**src/rtl/multi_lock_bank.sv**
```systemverilog
// multi_lock_bank: bank of power-on lock bits, unlocked by key through a 3-cycle request FSM.
// Optional feature macro MULTI_LOCK_STICKY_EN: a relocked channel refuses unlocks until reset.
module multi_lock_bank #(
    parameter int              NUM_CH     = 4,
    parameter int              KEY_W      = 16,
    parameter logic [KEY_W-1:0] UNLOCK_KEY = 16'hA5C3,
    parameter int              MAX_FAIL   = 3,
    localparam int             CH_W       = (NUM_CH > 1) ? $clog2(NUM_CH) : 1
) (
    input  logic              clk,
    input  logic              reset,
    input  logic              req_valid,
    output logic              req_ready,
    input  logic [CH_W-1:0]   req_ch,
    input  logic              req_op,
    input  logic [KEY_W-1:0]  req_key,
    output logic              rsp_valid,
    output logic [1:0]        rsp_status,
    output logic [NUM_CH-1:0] locked,
    output logic [NUM_CH-1:0] lockout
);
    localparam int               CNT_W   = $clog2(MAX_FAIL + 1);
    localparam logic [CNT_W-1:0] CNT_MAX = CNT_W'(MAX_FAIL);

    localparam logic [1:0] ST_OK      = 2'b00;
    localparam logic [1:0] ST_BAD     = 2'b01;
    localparam logic [1:0] ST_LOCKOUT = 2'b10;
    localparam logic [1:0] ST_DENY    = 2'b11;

    typedef enum logic [1:0] {IDLE, CHECK, RESP} state_t;
    state_t state, state_nxt;

    logic [CH_W-1:0]              ch_q;
    logic                         op_q;
    logic [KEY_W-1:0]             key_q;
    logic [NUM_CH-1:0][CNT_W-1:0] fail_cnt;

    // Outcome computed in CHECK for the addressed channel, committed in RESP
    logic             eval_wr, eval_locked, eval_lockout;
    logic [CNT_W-1:0] eval_cnt;
    logic [1:0]       eval_status;
    logic             pend_wr, pend_locked, pend_lockout;
    logic [CNT_W-1:0] pend_cnt;
    logic [1:0]       pend_status;
`ifdef MULTI_LOCK_STICKY_EN
    logic [NUM_CH-1:0] sticky;
    logic              eval_sticky, pend_sticky;
`endif

    always_comb begin
        state_nxt = state;
        req_ready = 1'b0;
        case (state)
            IDLE: begin
                req_ready = ~reset;
                if (req_valid) state_nxt = CHECK;
            end
            CHECK:   state_nxt = RESP;
            RESP:    state_nxt = IDLE;
            default: state_nxt = IDLE;
        endcase
    end

    always_comb begin
        eval_wr      = 32'(ch_q) < NUM_CH;
        eval_locked  = locked[ch_q];
        eval_lockout = lockout[ch_q];
        eval_cnt     = fail_cnt[ch_q];
        eval_status  = ST_OK;
`ifdef MULTI_LOCK_STICKY_EN
        eval_sticky  = sticky[ch_q];
`endif
        if (!eval_wr) begin
            eval_status = ST_DENY;
        end else if (op_q) begin
            eval_locked = 1'b1;
`ifdef MULTI_LOCK_STICKY_EN
            eval_sticky = 1'b1;
`endif
        end
`ifdef MULTI_LOCK_STICKY_EN
        else if (sticky[ch_q]) begin
            eval_status = ST_DENY;
        end
`endif
        else if (lockout[ch_q]) begin
            eval_status = ST_LOCKOUT;
        end else if (key_q == UNLOCK_KEY) begin
            eval_locked = 1'b0;
            eval_cnt    = '0;
        end else begin
            eval_status = ST_BAD;
            if (fail_cnt[ch_q] < CNT_MAX) eval_cnt = fail_cnt[ch_q] + 1'b1;
            if (eval_cnt == CNT_MAX) begin
                eval_lockout = 1'b1;
                eval_locked  = 1'b1;
            end
        end
    end

    always_ff @(posedge clk) begin
        if (reset) begin
            state        <= IDLE;
            ch_q         <= '0;
            op_q         <= 1'b0;
            key_q        <= '0;
            locked       <= '1;
            lockout      <= '0;
            fail_cnt     <= '0;
            rsp_valid    <= 1'b0;
            rsp_status   <= ST_OK;
            pend_wr      <= 1'b0;
            pend_locked  <= 1'b1;
            pend_lockout <= 1'b0;
            pend_cnt     <= '0;
            pend_status  <= ST_OK;
`ifdef MULTI_LOCK_STICKY_EN
            sticky       <= '0;
            pend_sticky  <= 1'b0;
`endif
        end else begin
            state     <= state_nxt;
            rsp_valid <= 1'b0;
            case (state)
                IDLE: begin
                    if (req_valid && req_ready) begin
                        ch_q  <= req_ch;
                        op_q  <= req_op;
                        key_q <= req_key;
                    end
                end
                CHECK: begin
                    pend_wr      <= eval_wr;
                    pend_locked  <= eval_locked;
                    pend_lockout <= eval_lockout;
                    pend_cnt     <= eval_cnt;
                    pend_status  <= eval_status;
`ifdef MULTI_LOCK_STICKY_EN
                    pend_sticky  <= eval_sticky;
`endif
                end
                RESP: begin
                    rsp_valid  <= 1'b1;
                    rsp_status <= pend_status;
                    key_q      <= '0;
                    if (pend_wr) begin
                        locked[ch_q]   <= pend_locked;
                        lockout[ch_q]  <= pend_lockout;
                        fail_cnt[ch_q] <= pend_cnt;
`ifdef MULTI_LOCK_STICKY_EN
                        sticky[ch_q]   <= pend_sticky;
`endif
                    end
                end
                default: ;
            endcase
        end
    end

endmodule

```
**config.mk**
```make
export PLATFORM = sky130hd
export DESIGN_NAME = multi_lock_bank
export DESIGN_NICKNAME = d
export VERILOG_FILES = /design/src/rtl/multi_lock_bank.sv
export SDC_FILE = /design/constraint.sdc
export NUM_CORES = 1
export LEC_CHECK = 0
export CELL_PAD_IN_SITES_DETAIL_PLACEMENT = 1
export CELL_PAD_IN_SITES_GLOBAL_PLACEMENT = 1
export CORE_ASPECT_RATIO = 1.5
export CORE_MARGIN = 2
export CORE_UTILIZATION = 50
export CTS_CLUSTER_DIAMETER = 40
export DETAILED_ROUTE_END_ITERATION = 8
export DONT_BUFFER_PORTS = 1
export PLACE_DENSITY = 0.89
export SYNTH_ARGS = -nofsm -noshare
export SYNTH_HDL_FRONTEND = slang
export SYNTH_SLANG_ARGS = --single-unit
```
**constraint.sdc**
```tcl
create_clock -name clk -period 2.86 [get_ports clk]
set_clock_uncertainty 0.15 [all_clocks]
set_input_delay 0.286 -clock clk [delete_from_list [all_inputs] [get_ports clk]]
set_output_delay 0.286 -clock clk [all_outputs]
set_load 0.1 [all_outputs]
```
Yosys cells after proc, flatten, opt, wreduce, memory -nomap -nowiden
Index checks and enable logic that the tools add are counted.

Flip-flop bits (word level): 47. Input bits: 22. Output and inout bits: 12. Word-level logic and storage cells: 72.

Add/subtract/negate cells: 1. $lt $le $gt $ge: 3. Eq/ne operators: 6. Multiplexer cells: 37. Bitwise operators: 1. Reductions and logical operators: 7.

Operator list (count): $pmux 16 s2 (1); $mux 2 (12); $eq 16x16->1 const B (1); $mux 16 (1); $mux 1 (14); $bwmux 4 (2); $bwmux 8 (1); $reduce_and 2->1 (3); $bmux 1 s2 (2); $bmux 2 s2 (1); $demux 2 s2 (1); $eq 2x2->1 const B (2); $ne 2x2->1 const B (2); $pmux 2 s2 (1); $lt 2x3->1 const B (1); $add 2x1->2 const B (1); $demux 1 s2 (1); $eq 2x1->1 const B (1); $ge 2x1->1 const B (1); $logic_and 1x1->1 (2); $logic_not 2->1 (1); $lt 2x2->1 const B (1); $reduce_bool 2->1 (1); $not 1->1 (1).

Depth between registers and ports, before layout
Depth in word-level cells: 12. Gate-level depth with buffers: 6. Mapped depth without buffers: 5.

Least setup slack after synthesis
Ideal clock, no wire load.

Path type: register to register. Start point: register state[1]. End point: register ch_q[0]. Setup time: 132 ps. Arrival time: 3206 ps. Required time: 2578 ps. Path slack: -629 ps. Cell stages (with the launch flop): 7. Buffers on the path: 2. Clock period less this slack: 3489 ps. Cell sequence: dfxtp_1 > nor3_1 > nand2_1 > clkbuf_1 > buf_2 > nand2_1 > a21oi_1.

Longest elaborated chain between the ends: 4.

Ends and longest elaborated chain: start: declaration (line 31) `state_t state, state_nxt;`; start signal: assignment (line 122) `state <= state_nxt;`; $logic_not 2->1 (line 53) `case (state)`; $mux 1 (line 53); net req_ready (line 13) `output logic req_ready,`; $logic_and 1x1->1 (line 126) `if (req_valid && req_ready) begin`; $reduce_and 2->1 (no line); end signal: assignment (line 127) `ch_q <= req_ch;`; end: declaration (line 33) `logic [CH_W-1:0] ch_q;`.

The timed path passes the listed nets, and every way through them passes these cells. A chain may end at the register's enable or synchronous reset.

Final worst setup path
Start point: register ch_q[0]. End point: register pend_cnt[0].

Longest elaborated chain between the ends: 10. Elaborated cells on any way between the ends: 13. Classes of those cells: add/sub: 1; order compare: 1; mux: 11.

Ends and longest elaborated chain: $bmux 2 s2 (line 68, 93); $mux 2 (not written as such) (line 68, 93); $add 2x1->2 or $lt 2x2->1 (tied branches) (line 93) `if (fail_cnt[ch_q] < CNT_MAX) eval_cnt = fail_cnt[ch_q] + 1'b1;`; $mux 2 (line 93); $mux 2 (line 88) `end else if (key_q == UNLOCK_KEY) begin`; $mux 2 (line 86) `else if (lockout[ch_q]) begin`; $mux 2 (line 75) `end else if (op_q) begin`; $mux 2 (line 88); $mux 2 (line 86); $mux 2 * (line 75); end signal: assignment (line 136) `pend_cnt <= eval_cnt;`; end: declaration (line 43) `logic [CNT_W-1:0] pend_cnt;`.

Mark *: on every way between the ends. The rest lies on a longest branch, timed or not. The select of a mux whose other input is x is not followed.

==> impl_metrics.yaml <==
outcome:
  outcome: "finished, final reports clean"
yosys:
  seq_area_frac_synth_pct: 49.4
  ys_types: 32
  synthCells: 208
  ys_ff_latch: 47
  avgSynthCellArea_um2: 9.16
  syn_nets: 230
  ys.warnings.count: 0
  yosysTopAreaCell: "dfxtp_1"
  syn_area_um2: 1910
  synth_top_area_share_pct: 49.4
  ys_top_cells_by_area: "dfxtp_1 49%, nand2_1 7.7%, mux2i_1 6.3%"
worst_setup_path:
  crit_family: "multiplexers"
  cp_cell_sequence: "mux4_2 > or2_4 > a21oi_2 > a211oi_2"
  cpPeakStageDelay_ps: 640
  critical_path_class: "flop to flop"
  cp_slowest_cell: "mux4_2"
  path_buf_inv: 0
  start_kind: "flop"
  critical_path_arrival_ps: 2070
  end_kind: "flop"
  crit_required_ps: 2900
  cp_max_fo: 9
routing:
  drt_iter0_drc: 41
  vias_per_cell: 5.85
  drtPass1Iterations: 4
  wl_per_cell_um: 19.2
  met3WireLength_um: 181
  drc: 0
  ant_nets: 0
  routed.top_layer: "met4"
  wl_mm: 5.31
  met2_length_mm: 3.10
  met1_length_mm: 1.87
  vias: 1615
hold_path:
  hp-class: "input port to flop"
timing:
  setup_slack_ps: 837
  finalMaxSlewViolations: 0
  setup_viol: 0
  period_needed_ps: 2020
  finalSetupTns_ps: 0
  max_slew.worst_pin.slew_ps: 975
  hold_viol_final: 0
  fin_crit_sh_pct: 70.7
  timing.fmax_mhz: 494
  max-slew-margin-rel_pct: 34.9
  rsz0062_at_grt: "false"
floorplanning:
  row_count: 27
  start_util_pct: 52.2
  core_um2: 3650
  die_w_um: 54.4
  die-area_um2: 4330
  dieHeight_um: 79.6
  num_io_pins: 34
placement:
  gp_congestion: 0.829
  dp_cells: 248
  io_buffers: 0
  pre_cts_slack_ps: 830
  dpl.hpwl_mm: 3.63
global_route:
  grt_pass1_vias: 1805
  overflow: 0
  grt_max_degree: 37
  antenna_found_initial: 0
  grt_usage_pct: 27.7
  grt_pass1_wl_mm: 8.43
pwr:
  powerDensity_nw_per_um2: 560
  p_leak_nw: 0.889
  ir_drop_v: 0.000554
  total_power_mw: 1.30
cts:
  cts_root_buf: "clkbuf_8"
  clkLatencyLatePin_ps: 300
  cts_max_path_buffers: 2
  clk_pin_slew_ps: 80
  htreeDepth: 2
  numCtsBuffers: 5
  cts_sinks: 47
  cts_tree: "done"
final_layout:
  final_common_cell: "dfxtp_1"
  final_layout_size_suffix_gt1_share_pct: 11.6
  num-nets-final: 254
  final_cells: 276
  layout_common_cells: "47 x dfxtp_1, 39 x nand2_1, 23 x nor2_1"
  areaGrowthSynthToFinish_pct: 21.5
  fillCellCount: 401
  final_util_pct: 63.4
  antenna_cells: 0
run:
  maxCapViolCount: 0
-- what timing repair did --
item	4_1_cts	5_1_grt
hold endpoints to repair	44	0
gates resized for setup	0	0
hold buffers	20	0
endpoints found under the setup margin	0	0
setup buffers	0	0
-- where the power goes --
| group | internal (mW) | leakage [nW] | switching [mW] |
|---|---|---|---|
| Clock | 0.283 | 0.0612 | 0.216 |
| Combinational | 0.0445 | 0.447 | 0.0599 |
| Sequential | 0.671 | 0.381 | 0.0216 |
-- final timing paths --
kind	slack, ps	end	cells after the start	startpoint
setup reg to reg	840	pend_cnt[0]	4	ch_q[0]
hold reg to reg	320	rsp_status[0]	2	pend_status[0]
hold / removal	30	pend_cnt[1]	3	reset
setup / recovery	840	pend_cnt[0]	4	ch_q[0]
-- registers in the layout, summed over array words and instances (netlist names) --
register      count
key_q            16
op_q              1
fail_cnt          8
pend_status       2
pend_lockout      1
lockout           4
rsp_status        2
pend_cnt          2
locked            4
state             2
pend_wr           1
pend_locked       1
ch_q              2
rsp_valid         1
-- layout make-up --
type | instances | area, um2 | share of cell area, %
clock buffers | 6 | 82.6 | 3.57
clock inverters | 2 | 35.0 | 1.51
inverters | 3 | 11.3 | 0.486
multi-input cells | 145 | 906 | 39.1
flip-flops and latches | 47 | 941 | 40.6
well taps | 43 | 53.8 | 2.32
repair buffers | 30 | 285 | 12.3
-- metrics by stage --
step	hold WS (ps)	area, um2
after detailed placement	212	1990
after global routing	28.7	2310
after global placement	208	1990
final	31.5	2310
after CTS	18.5	2310
after floorplan	272	1910
-- cell usage after synthesis --
master and n:
and4b_1 3, mux4_2 2, a21oi_1 22, a211oi_2 1, inv_1 3, or2_4 1
nand3_1 11, nor4b_1 2, a22oi_2 1, or2b_1 1, buf_2 2, o22ai_1 1
clkbuf_1 7, a21oi_2 1, nand4b_1 1, buf_1 3, nor2_1 23, nor3_1 2
mux4_1 2, a31oi_1 1, nor2b_1 4, dfxtp_1 47, o21ai_1 1, nor4b_4 1
nand4_1 2, a211o_1 4, a22oi_1 3, nand2_1 39, mux2i_1 12, buf_6 1
nand2b_1 3, and2b_1 1
-- metal layers --
layer / global-route usage [%] / vias to the layer above
met5: 0 / -
met4: 13.5 / 0
met3: 6.74 / 12
met2: 52.7 / 40
met1: 25.1 / 794
li1: - / 769
-- tightest hold or removal path, cell delays in order --
cell,delay (ps)
nor2_1,30
nand2_1,60
o21ai_1,60
-- cells by family (layout without fill, tap and decap cells) --
group | count (synthesis) | count (layout) | synth area share, %
AND/OR/NAND/NOR | 94 | 94 | 24.0
AO/OA/AOI/OAI | 35 | 35 | 11.5
buffers and inverters | 16 | 41 | 3.68
flip-flops | 47 | 47 | 49.4
multiplexers | 16 | 16 | 11.4
Power figures use the tool's default switching activity.
